[src/rtl/rvfi_csr_shadow_pkg.sv]
// ---------------------------------------------------------------------------
// rvfi_csr_shadow_pkg
// Shared definitions for the RVFI CSR shadow checker.
//   state_t      : checker FSM states (IDLE -> TRACK -> FAIL)
//   TIMEOUT_OFF  : TIMEOUT value that disables the retire watchdog
// ---------------------------------------------------------------------------
package rvfi_csr_shadow_pkg;

    typedef enum logic [1:0] {
        ST_IDLE  = 2'd0,   // no retire observed since reset
        ST_TRACK = 2'd1,   // retires observed, no error yet
        ST_FAIL  = 2'd2    // at least one error latched
    } state_t;

    localparam int TIMEOUT_OFF = 0;

endpackage

[src/rtl/rvfi_retire_watchdog.sv]
// ---------------------------------------------------------------------------
// rvfi_retire_watchdog
// Saturating count of consecutive cycles without a retire.
//   clock   in  : clock
//   reset   in  : synchronous active-low reset
//   enable  in  : counter runs only while enabled
//   kick    in  : a retire this cycle, clears the count
//   expired out : sticky, set on the edge where the count reaches TIMEOUT
// TIMEOUT == TIMEOUT_OFF disables expiry.
// Optional: RISCV_FORMAL_CSR_SHADOW_ASSERT_EN adds an immediate assertion on
// the expiry condition.
// ---------------------------------------------------------------------------
module rvfi_retire_watchdog
    import rvfi_csr_shadow_pkg::*;
#(
    parameter int TIMEOUT = 16
) (
    input  logic clock,
    input  logic reset,
    input  logic enable,
    input  logic kick,
    output logic expired
);

    // At least one bit so a disabled watchdog still has a legal counter.
    localparam int CW = (TIMEOUT < 1) ? 1 : $clog2(TIMEOUT + 1);
    localparam logic [CW-1:0] LIMIT = CW'(TIMEOUT);

    logic [CW-1:0] count;
    logic [CW-1:0] count_next;
    logic          hit;

    always_comb begin
        count_next = count;
        if (enable) begin
            if (kick) begin
                count_next = '0;
            end else if (count != LIMIT) begin
                count_next = count + 1'b1;
            end
        end
        hit = (TIMEOUT != TIMEOUT_OFF) && enable && !kick && (count_next == LIMIT);
    end

    always_ff @(posedge clock) begin
        if (!reset) begin
            count   <= '0;
            expired <= 1'b0;
        end else begin
            count <= count_next;
            if (hit) begin
                expired <= 1'b1;
            end
        end
    end

`ifdef RISCV_FORMAL_CSR_SHADOW_ASSERT_EN
    always_comb begin
        if (reset) begin
            assert (!hit);
        end
    end
`endif

endmodule

[src/rtl/rvfi_csr_shadow_check.sv]
// ---------------------------------------------------------------------------
// rvfi_csr_shadow_check
// Tracks a shadow copy of one CSR from retired RVFI instructions and checks
// later readbacks against known shadow bits, retire order continuity and
// retire liveness.
//   clock, reset       : clock, synchronous active-low reset
//   rvfi_valid/order/trap : retirement strobe, index, trap flag
//   csr_rmask/wmask    : bits read / written by the retiring instruction
//   csr_rdata/wdata    : pre-write read value / post-write value
//   shadow, known      : shadow value and which of its bits are valid
//   err_data/order/timeout : sticky error flags, one cycle after the event
//   err_any            : registered OR of the three flags
//   fsm_state          : checker state, for observation
// Optional: RISCV_FORMAL_CSR_SHADOW_ASSERT_EN adds immediate assertions at
// the order and data error detection points (flags are unchanged).
//
// Handshake: rvfi_valid is a one-cycle qualifier; every other rvfi/csr input
// is sampled only on clock edges where rvfi_valid is 1. There is no ready.
// ---------------------------------------------------------------------------
module rvfi_csr_shadow_check
    import rvfi_csr_shadow_pkg::*;
#(
    parameter int XLEN    = 32,
    parameter int ORDER_W = 64,
    parameter int TIMEOUT = 16
) (
    input  logic               clock,
    input  logic               reset,
    input  logic               rvfi_valid,
    input  logic [ORDER_W-1:0] rvfi_order,
    input  logic               rvfi_trap,
    input  logic [XLEN-1:0]    csr_rmask,
    input  logic [XLEN-1:0]    csr_wmask,
    input  logic [XLEN-1:0]    csr_rdata,
    input  logic [XLEN-1:0]    csr_wdata,
    output logic [XLEN-1:0]    shadow,
    output logic [XLEN-1:0]    known,
    output logic               err_data,
    output logic               err_order,
    output logic               err_timeout,
    output logic               err_any,
    output state_t             fsm_state
);

    state_t             state_next;
    logic [ORDER_W-1:0] last_order;
    logic [ORDER_W-1:0] order_exp;
    logic               chk_en;
    logic               order_bad;
    logic               data_bad;
    logic [XLEN-1:0]    learn;
    logic [XLEN-1:0]    shadow_next;
    logic [XLEN-1:0]    known_next;

    always_comb begin
        // Natural ORDER_W-bit wrap makes all-ones -> 0 legal.
        order_exp = last_order + 1'b1;
        // The first retire after reset has no predecessor to compare with.
        chk_en    = rvfi_valid && (fsm_state != ST_IDLE);
        order_bad = chk_en && (rvfi_order != order_exp);
        // Compare against the pre-update shadow so read-modify-write sees old data.
        data_bad  = chk_en && !rvfi_trap && (|(csr_rmask & known & (csr_rdata ^ shadow)));
        // Read-learn only fills unknown bits that this retire does not write.
        learn       = csr_rmask & ~known & ~csr_wmask;
        shadow_next = (csr_wdata & csr_wmask) | (csr_rdata & learn) |
                      (shadow & ~(csr_wmask | learn));
        known_next  = known | csr_wmask | csr_rmask;
    end

    always_comb begin
        state_next = fsm_state;
        case (fsm_state)
            ST_IDLE:  if (rvfi_valid) state_next = ST_TRACK;
            ST_TRACK: if (order_bad || data_bad || err_timeout) state_next = ST_FAIL;
            ST_FAIL:  state_next = ST_FAIL;
            default:  state_next = ST_IDLE;
        endcase
    end

    always_ff @(posedge clock) begin
        if (!reset) begin
            fsm_state  <= ST_IDLE;
            last_order <= '0;
            shadow     <= '0;
            known      <= '0;
            err_data   <= 1'b0;
            err_order  <= 1'b0;
            err_any    <= 1'b0;
        end else begin
            fsm_state <= state_next;
            if (rvfi_valid) begin
                last_order <= rvfi_order;
                if (!rvfi_trap) begin
                    shadow <= shadow_next;
                    known  <= known_next;
                end
            end
            if (order_bad) err_order <= 1'b1;
            if (data_bad)  err_data  <= 1'b1;
            err_any <= err_data | err_order | err_timeout;
        end
    end

    rvfi_retire_watchdog #(
        .TIMEOUT (TIMEOUT)
    ) u_watchdog (
        .clock   (clock),
        .reset   (reset),
        .enable  (fsm_state != ST_IDLE),
        .kick    (rvfi_valid),
        .expired (err_timeout)
    );

`ifdef RISCV_FORMAL_CSR_SHADOW_ASSERT_EN
    always_comb begin
        if (reset) begin
            assert (!order_bad);
            assert (!data_bad);
        end
    end
`endif

endmodule

[config.mk]
export PLATFORM = sky130hd
export DESIGN_NAME = rvfi_csr_shadow_check
export DESIGN_NICKNAME = d
export VERILOG_FILES = /design/src/rtl/rvfi_csr_shadow_pkg.sv /design/src/rtl/rvfi_retire_watchdog.sv /design/src/rtl/rvfi_csr_shadow_check.sv
export SDC_FILE = /design/constraint.sdc
export NUM_CORES = 1
export LEC_CHECK = 0
export CORE_MARGIN = 5
export CORE_UTILIZATION = 49
export CTS_BUF_LIST = sky130_fd_sc_hd__clkbuf_2
export DETAILED_ROUTE_END_ITERATION = 12
export HOLD_SLACK_MARGIN = 0.05
export PLACE_DENSITY = 0.79
export SKIP_LAST_GASP = 1
export SYNTH_ARGS = -nofsm -noshare
export SYNTH_HDL_FRONTEND = slang
export SYNTH_HIERARCHICAL = 1
export SYNTH_SLANG_ARGS = --single-unit
export TNS_END_PERCENT = 50
[constraint.sdc]
create_clock -name clock -period 4.21 [get_ports clock]
set_input_delay 0.421 -clock clock [delete_from_list [all_inputs] [get_ports clock]]
set_output_delay 0.421 -clock clock [all_outputs]
set_load 0.05 [all_outputs]
==> run metrics <==
CP max FO 9; Final min period 3.792 ns; number of DRC violations after detailed-routing iteration 0 between 500 and 600; Power Density 286.5 mW/mm2; Slew @ Worst Pin 0.9249 ns; layout cells sized above 1 0.04511; Die W between 100 and 150 um; max frequency roughly 260 MHz; FP Rows between 40 and 50; Post-DP HPWL between 20 and 25 mm; post-CTS sizing 0; routed len/inst roughly 19 um; Max-Slew Margin vs Limit 0.3827; H-tree depth 4; Num CTS Buffers 17; TNS Setup 0 ns; Avg Inst Size Synth a little over 8 um2; maximum root-to-sink buffer count 2; Vias 8898; FF+latch count, synth between 100 and 150; Worst-path clk slew 0.21 ns; prevailing post-synth register cell dfxtp_1; Sw Share 0.3697; GRT Util Overall 0.2827; Detailed Route WL roughly 29 mm; grt ovf 0; Post-synth ARST share 0; yosys warns 6; drt drc 0; Post-synth top cells nor2_1, dfxtp_1, mux2i_1; Worst Path Arrival 4.42 ns; Final Util 0.6732; maximum vdd drop between 150 and 200 uV; cell internal pwr 2.110 mW; Die Y-Extent around 140 um; Crit-path slowest cell or3_1; Die ar. 0.02047 mm2; number of global-route vias before repair 8575; Clock Skew about 0.046 ns; root buffer cell clkbuf_2; Syn Inst Count approximately 1100; count leader, synth nor2_1; I/O pin cnt 266; CTS tree built; Post-Synthesis Cell Area about 0.0087 mm2; first-pass GRT wire length roughly 45 mm; placed cell areas 0.01148 mm2; Slew Limit Fails 0; P_sw roughly 1.2 mW; crit path cell chain ha_1 -> nand4_1 -> or3_1 -> or3_4 -> nor4_1 -> o22ai_1 -> nor4_1 -> nand4_1 -> or3b_1 -> a311oi_1; final worst-path cycle share 0.9008; clock sink count 139; delay-heaviest family, CP simple AND/OR/NAND/NOR gates; kind of critical path flip-flop to flip-flop; sequential area share after synthesis 0.3207; pin count of the biggest net entering global routing between 70 and 80; worst skew pair latency approximately 0.73 ns; Startpoint Class flip-flop; top post-synthesis cells by area dfxtp_1, mux2i_1, nor2_1; data required time at the worst endpoint between 4 and 5 ns; LEAKAGE about 4.4 nW; Nets between 1500 and 2000; Mapped Nets ~1300; RSZ-0062 raised after global routing false; crit path buf inv count 0; sequential power share 0.456; initial antenna violation count 2; status complete, no violations; Clk pwr share 0.216; synth unique cells 68; drt pass-1 iters 5; hold_buf cts 0; Routed Antenna Nets 0; Final Hold Viols 0; maxcap violations 0; Post-CTS Setup Bufs 0; final setup vio count 0; post-synth top area share 0.3207; Crit. End Element flip-flop; Core Area between 0.015 and 0.02 mm2; initial core utilization 0.4999; combinational fraction of design power 0.328; number of flops mapped to enable cells by yosys 0; IO buf count between 200 and 300; GPL Wtd Cong 0.9576; type of the tightest min-delay check input port to flip-flop; post-route cell area ~0.012 mm2; area grow syn2layout 34.67%; Critical Path Max Stage Delay roughly 0.54 ns; Vias/cell ~5.7; leading area contributor after synthesis dfxtp_1
[placed cells by master, fill, tap and decap left out, types with 14 or more instances in the layout]
| cell type | count |
|---|---|
| clkdlybuf4s50_1 | 264 |
| a21oi_1 | 67 |
| nand2_1 | 37 |
| xnor2_1 | 58 |
| o21ai_0 | 32 |
| nor3_1 | 18 |
| xor2_1 | 59 |
| nor4_1 | 17 |
| and3_1 | 14 |
| nand3_1 | 56 |
| nor2_1 | 176 |
| dfxtp_1 | 139 |
| a211oi_1 | 34 |
| clkbuf_2 | 18 |
| nand4_1 | 36 |
| inv_1 | 45 |
| mux2i_1 | 107 |
[cell type report]
cell class / count / area [um2]
antenna: 3 / 7.507
clock buffer: 18 / 90.09
clock inverter: 14 / 105.1
fill: 1478 / 5672
inverter: 46 / 173.9
multi-input combinational: 842 / 5537
sequential: 139 / 2783
tap: 225 / 281.5
timing repair buffer: 271 / 2708
[power by group through the flow]
stage               logic [mW]  registers (mW)  clock network (mW)
finish                    1.10            1.53               0.725
global route              1.18            1.54               0.798
CTS                       1.10            1.52               0.745
detailed placement        1.09            1.55                   0
global placement          1.08            1.55                   0
floorplan                0.461            1.70                   0
[registers in the layout, summed over array words and instances (netlist names)]
register,count
last_order,64
known,32
shadow,32
u_watchdog/count,5
fsm_state,2
err_any,1
err_data,1
err_order,1
u_watchdog/expired,1
[through the flow]
step	hold WS, ns	setup WS (ns)	total power [mW]	cells
finish	0.2623	0.4176	3.348	1558
detailed placement	0.4808	0.4835	2.642	1523
CTS	0.2001	0.4377	3.366	1555
global route	0.1613	0.08791	3.522	1558
global placement	0.4716	0.6046	2.626	1523
floorplan	0.4961	0.8282	2.165	1071
[cells by family (layout without fill, tap and decap cells)]
family,count (synthesis),in the layout,share of synthesized area
DFF,139,139,0.3207
buffers and inverters,90,349,0.04182
other,0,3,0
muxes,111,111,0.1291
xor gates and xnor gates,117,117,0.1181
and+or+nand+nor,418,418,0.2417
adders and majority gates,5,5,0.007210
AOI/OAI and AO/OA,191,191,0.1415
[per-layer routing]
| metal | up-vias | track usage | wire length (um) |
|---|---|---|---|
| met4 | 2 | 0.09155 | 884 |
| met2 | 360 | 0.5077 | 14880 |
| met3 | 61 | 0.08573 | 2407 |
| li1 | 4319 | - | - |
| met1 | 4156 | 0.3196 | 11260 |
| met5 | - | 0 | 7 |
[worst reg2reg max path: stages (launching register included)]
cell,delay [ns]
dfxtp_1,0.48
ha_1,0.34
nand4_1,0.20
or3_1,0.54
or3_4,0.47
nor4_1,0.33
o22ai_1,0.13
nor4_1,0.27
nand4_1,0.27
or3b_1,0.43
a311oi_1,0.25
[path summary, 6_finish.rpt]
kind | startpoint | slack [ns] | end | cells past startpoint
max | last_order[0] | 0.42 | fsm_state[0] | 10
min | rvfi_valid | 0.26 | last_order[60] | 3
max reg2reg | last_order[0] | 0.42 | fsm_state[0] | 10
min reg2reg | known[27] | 0.50 | known[27] | 2
Power figures use the tool's default switching activity.
